===== config.mk =====
export PLATFORM = sky130hd
export DESIGN_NAME = instr_fetch_unit
export DESIGN_NICKNAME = d
export VERILOG_FILES = /design/src/rtl/instr_fetch_unit.sv
export SDC_FILE = /design/constraint.sdc
export NUM_CORES = 1
export LEC_CHECK = 0
export ABC_CLOCK_PERIOD_IN_PS = 4700
export CORE_MARGIN = 2
export CORE_UTILIZATION = 46
export DETAILED_ROUTE_END_ITERATION = 10
export PLACE_DENSITY_LB_ADDON = 0.3
export SLEW_MARGIN = 10
export SYNTH_ARGS = -nofsm -noshare
export SYNTH_HDL_FRONTEND = slang
export SYNTH_SLANG_ARGS = --single-unit

===== constraint.sdc =====
create_clock -name Clk -period 4.7 [get_ports Clk]
set_clock_uncertainty 0.05 [all_clocks]
set_input_delay 0.94 -clock Clk [delete_from_list [all_inputs] [get_ports Clk]]
set_output_delay 0.94 -clock Clk [all_outputs]
set_load 0.005 [all_outputs]

===== src/rtl/instr_fetch_unit.sv =====
// Fetch stage of the multi-cycle MIPS core: owns the PC, runs a req/ack
// handshake with instruction memory and holds the fetched word for decode.
// The held low halfword and its sign/zero select drive the immediate extender.

module instr_fetch_unit #(
  parameter logic [31:0] RESET_PC = 32'h0000_0000  // must be word aligned
) (
  input  logic        Clk,
  input  logic        Reset,
  output logic        IMemReq,
  output logic [31:0] IMemAddr,
  input  logic        IMemAck,
  input  logic [31:0] IMemData,
  input  logic        Stall,
  input  logic        BranchTaken,
  input  logic [31:0] BranchImm,
  input  logic        Jump,
  input  logic [25:0] JumpTarget,
  output logic [31:0] Instr,
  output logic        InstrValid,
  output logic [31:0] PCOut,
  output logic [15:0] Imm,
  output logic        ImmSignExt
);

  typedef enum logic [1:0] {StIdle, StReq, StHold} state_e;

  state_e      state_q, state_d;
  logic [31:0] pc_q, pc_d;
  logic        imem_req_q, imem_req_d;
  logic [31:0] imem_addr_q, imem_addr_d;
  logic [31:0] instr_q, instr_d;
  logic        instr_valid_q, instr_valid_d;
  logic [31:0] pc_out_q, pc_out_d;
  logic [15:0] imm_q, imm_d;
  logic        imm_sign_ext_q, imm_sign_ext_d;

  logic        cap_sign_ext;
  logic [31:0] pc_out_inc;
  logic [31:0] jump_target;
  logic [31:0] branch_target;

  // Top two offset bits fall off the word-to-byte shift.
  logic unused_branch_imm_hi;
  assign unused_branch_imm_hi = ^BranchImm[31:30];

  // Redirect targets are relative to the held instruction, not the running PC.
  assign pc_out_inc    = pc_out_q + 32'd4;
  assign jump_target   = {pc_out_inc[31:28], JumpTarget, 2'b00};
  assign branch_target = pc_out_inc + {BranchImm[29:0], 2'b00};

  // Opcodes whose 16-bit immediate is sign-extended; everything else zero-extends.
  always_comb begin
    cap_sign_ext = 1'b0;
    case (IMemData[31:26])
      6'b001000,  // addi
      6'b001001,  // addiu
      6'b001010,  // slti
      6'b001011,  // sltiu
      6'b100011,  // lw
      6'b101011,  // sw
      6'b000100,  // beq
      6'b000101:  // bne
        cap_sign_ext = 1'b1;
      default: cap_sign_ext = 1'b0;
    endcase
  end

  // Next-state and datapath updates for the IDLE / REQ / HOLD fetch loop.
  always_comb begin
    state_d        = state_q;
    pc_d           = pc_q;
    imem_req_d     = imem_req_q;
    imem_addr_d    = imem_addr_q;
    instr_d        = instr_q;
    instr_valid_d  = instr_valid_q;
    pc_out_d       = pc_out_q;
    imm_d          = imm_q;
    imm_sign_ext_d = imm_sign_ext_q;

    unique case (state_q)
      StIdle: begin
        // Any stray ack from an abandoned request lands here and is ignored.
        imem_req_d  = 1'b1;
        imem_addr_d = pc_q;
        state_d     = StReq;
      end

      StReq: begin
        if (IMemAck) begin
          instr_d        = IMemData;
          imm_d          = IMemData[15:0];
          imm_sign_ext_d = cap_sign_ext;
          pc_out_d       = pc_q;
          pc_d           = pc_q + 32'd4;
          instr_valid_d  = 1'b1;
          imem_req_d     = 1'b0;
          state_d        = StHold;
        end
      end

      StHold: begin
        // Stall freezes everything; redirects only count on the consuming cycle.
        if (!Stall) begin
          instr_valid_d = 1'b0;
          imem_req_d    = 1'b1;
          state_d       = StReq;
          if (Jump) begin
            pc_d        = jump_target;
            imem_addr_d = jump_target;
          end else if (BranchTaken) begin
            pc_d        = branch_target;
            imem_addr_d = branch_target;
          end else begin
            imem_addr_d = pc_q;
          end
        end
      end

      default: state_d = StIdle;
    endcase
  end

  // State register; reset drops the request immediately.
  always_ff @(posedge Clk or posedge Reset) begin
    if (Reset) begin
      state_q        <= StIdle;
      pc_q           <= RESET_PC;
      imem_req_q     <= 1'b0;
      imem_addr_q    <= RESET_PC;
      instr_q        <= 32'h0;
      instr_valid_q  <= 1'b0;
      pc_out_q       <= 32'h0;
      imm_q          <= 16'h0;
      imm_sign_ext_q <= 1'b0;
    end else begin
      state_q        <= state_d;
      pc_q           <= pc_d;
      imem_req_q     <= imem_req_d;
      imem_addr_q    <= imem_addr_d;
      instr_q        <= instr_d;
      instr_valid_q  <= instr_valid_d;
      pc_out_q       <= pc_out_d;
      imm_q          <= imm_d;
      imm_sign_ext_q <= imm_sign_ext_d;
    end
  end

  assign IMemReq    = imem_req_q;
  assign IMemAddr   = imem_addr_q;
  assign Instr      = instr_q;
  assign InstrValid = instr_valid_q;
  assign PCOut      = pc_out_q;
  assign Imm        = imm_q;
  assign ImmSignExt = imm_sign_ext_q;

endmodule

==> results.toml, run 1 <==
[status]
status = "completed"

[critical_path]
cp.arrival_ns = 4.44
crit_path_max_incr_delay_ns = 0.49
critPathSlowestCell = "dfrtp_1"
worst-path-buf-inv = 0
cp_max_fo = 7
cp_top_family = "simple AND/OR/NAND/NOR gates"
crit_path_start_kind = "register"
crit_chain = "and4_4 -> nand3_2 -> nor2_1 -> nand3_1 -> xnor2_1 -> ha_1 -> nand2_1 -> nor4_1 -> o31ai_1 -> a21oi_1 -> a21oi_1 -> xor2_1 -> o21ai_0 -> a221oi_1 -> nor2_1"
end_kind = "register"
crit_type = "register to register"
worstPathRequired_ns = 4.94

[grt]
grt_pass1_vias = 8026
grt_pass1_wl_um = 43200
grt_usage = 0.275
grt_max_degree = 66
overflow = 0
antenna_found_initial = 0

[timing]
drv_slew = 0
rsz0062_at_grt = "false"
worstMarginPinSlew_ns = 0.812
fin_tns_setup_ns = 0
period_share = 0.894
setup-violations-final = 0
slew_headroom = 0.459
max_freq_mhz = 238
post-route-min-period_ns = 4.20
final_hold_viol_count = 0

[synthesis]
syn_nets = 1208
synthArstFlopShare = 1.00
yosysSeqAreaShare = 0.383
synth_edf_count = 0
synth.yosys.warnings = 0
synth-seq-cells = 133
synth_cell_type_count = 73
synthCells = 1075
synth-main-ff-cell = "dfrtp_1"
synth.avg_cell_area_um2 = 8.08
synth_area_um2 = 8690

[drt]
finalWirelength_um = 27600
dr.pass1.iters = 6
vias = 8750
final_antenna_net_count = 0
route.detailed.drc = 0
wl_per_cell_um = 18.5
post_drt_via_cell_ratio = 5.86
drtIter0Drc = 980

[floorplan]
rows = 50
ios = 211
core_area_um2 = 18600
dieArea_um2 = 20000
die_x_um = 141
initial_core_util = 0.466
die_h_um = 141

[placed_design]
hpwlAfterDp_um = 19800
dpl.cell_count = 1461
place.gp.congestion = 0.871
io_buffers = 208

[finish]
final_cells = 1493
drive_gt1_frac = 0.0667
layout_common_cells = "nand2_1 (241), clkdlybuf4s50_1 (208), dfrtp_1 (133)"
multiInputGateArea_um2 = 4960
regArea_um2 = 3330
fin_nets = 1379
n_antenna_cell = 0
area_growth_pct = 32.3
nFillCells = 1645
layout_commonest_cell = "nand2_1"

[clocking]
htree_levels = 4
clkTransAtPathRegs_ns = 0.06
cts_buffer_depth = 2
cts-root-buf = "clkbuf_16"
cts_resized = 0
holdBufCountCts = 0
cts.sinks = 133
cts_inserted_buffers = 17
cts_tree = "done"
post-cts-setup-buffers = 0
clk_latency_ns = 0.42

[power]
p_per_area_nw_per_um2 = 668
ir_drop_mv = 0.308
total_power_mw = 7.67
power.leakage_nw = 5.01

[worst_hold_path]
hold_path.class = "register to register"

[job]
maxCapViolCount = 0
==> path summary, 6_finish.rpt <==
check / from / endpoint / slack, ns / cells past startpoint
min: Instr[31] / Instr[31] / 0.43 / 2
max: PCOut[6] / IMemAddr[23] / 0.50 / 15
min in group asynchronous: Reset / Instr[21] / 0.97 / 2
max in group asynchronous: Reset / pc_q[13] / 2.76 / 3
min reg2reg: Instr[31] / Instr[31] / 0.43 / 2
max reg2reg: PCOut[6] / IMemAddr[23] / 0.50 / 15
==> logic make-up (layout without fill, tap and decap cells) <==
kind of cell / after synthesis / count (layout) / share of synthesized area
xor+xnor: 51 / 51 / 0.0523
mux: 9 / 9 / 0.0104
simple gates: 464 / 464 / 0.243
fa+ha+maj: 37 / 37 / 0.0542
compound gates: 288 / 288 / 0.209
flops: 133 / 133 / 0.383
buf+inv: 93 / 277 / 0.0478
==> synthesized netlist by cell type, types with 9 or more instances <==
cell / instances / area share
nand2_1: 241 / 0.10
o21ai_0: 80 / 0.046
a221oi_1: 9 / 0.0091
nand3_1: 36 / 0.021
mux2i_1: 9 / 0.010
a31oi_1: 13 / 0.0094
nor2b_1: 9 / 0.0065
o21a_1: 9 / 0.0078
xnor2_1: 32 / 0.032
clkbuf_1: 43 / 0.019
nand4_1: 18 / 0.013
buf_4: 16 / 0.014
inv_1: 20 / 0.0086
ha_1: 36 / 0.052
nor3_1: 16 / 0.0092
a21oi_1: 87 / 0.050
nor2_1: 81 / 0.035
dfrtp_1: 133 / 0.38
and3_1: 19 / 0.014
a211oi_1: 10 / 0.0086
xor2_1: 18 / 0.018
a21o_1: 18 / 0.016
==> through the flow <==
stage	instance area, um2	hold slack [ns]	setup slack (ns)	utilization
6_report	11500	0.427	0.500	0.617
5_1_grt	11500	0.453	0.167	0.617
4_1_cts	11500	0.429	0.578	0.617
3_5_place_dp	10900	0.412	0.581	0.583
3_3_place_gp	10900	0.407	0.599	0.583
2_1_floorplan	8690	0.412	0.156	-
==> cell type report <==
type / instances / share of cell area
Multi-Input combinational cell: 849 / 0.431
Sequential cell: 133 / 0.290
Timing Repair Buffer: 224 / 0.192
Clock buffer: 19 / 0.0394
Tap cell: 234 / 0.0255
Clock inverter: 13 / 0.0157
Inverter: 21 / 0.00708
==> power breakdown <==
part	internal, mW	switching (mW)	total, mW
sequential	1.66	0.653	2.32
combinational	1.90	2.03	3.93
clock	0.913	0.507	1.42
total	4.48	3.19	7.67
==> metal layers <==
metal / vias to the layer above / share of wire / GRT usage
li1: 4110 / - / -
met1: 4111 / 0.44 / 0.397
met2: 476 / 0.44 / 0.408
met3: 53 / 0.10 / 0.0688
met4: 0 / 0.022 / 0.0800
met5: - / 0 / 0
==> worst register-to-register path, cell delays in order (launching register included) <==
cell,delay (ns)
dfrtp_1,0.49
and4_4,0.29
nand3_2,0.13
nor2_1,0.30
nand3_1,0.14
xnor2_1,0.15
ha_1,0.37
nand2_1,0.15
nor4_1,0.32
o31ai_1,0.17
a21oi_1,0.39
a21oi_1,0.18
xor2_1,0.21
o21ai_0,0.19
a221oi_1,0.45
nor2_1,0.09
==> registers in the layout, summed over array words and instances, names as in the netlist <==
name and count:
IMemAddr 32, IMemReq 1, ImmSignExt 1, Instr 32, InstrValid 1, PCOut 32, pc_q 32, state_q 2
Note: power is estimated with default switching activity, not from simulation.
==> run 2, diff against run 1 <==
--- a/config.mk
+++ b/config.mk
@@ -5,7 +5,6 @@
 export SDC_FILE = /design/constraint.sdc
 export NUM_CORES = 1
 export LEC_CHECK = 0
-export ABC_CLOCK_PERIOD_IN_PS = 4700
 export CORE_MARGIN = 2
 export CORE_UTILIZATION = 46
 export DETAILED_ROUTE_END_ITERATION = 10
==> results of run 2 <==
Final layout, timing and power as in run 1 (identical DEF).
==> run 3, diff against run 2 <==
--- a/config.mk
+++ b/config.mk
@@ -7,8 +7,10 @@
 export LEC_CHECK = 0
 export CORE_MARGIN = 2
 export CORE_UTILIZATION = 46
+export CTS_CLUSTER_DIAMETER = 100
 export DETAILED_ROUTE_END_ITERATION = 10
 export PLACE_DENSITY_LB_ADDON = 0.3
+export SKIP_LAST_GASP = 1
 export SLEW_MARGIN = 10
 export SYNTH_ARGS = -nofsm -noshare
 export SYNTH_HDL_FRONTEND = slang
==> results of run 3 <==
Final layout, timing and power as in run 1 (identical DEF).
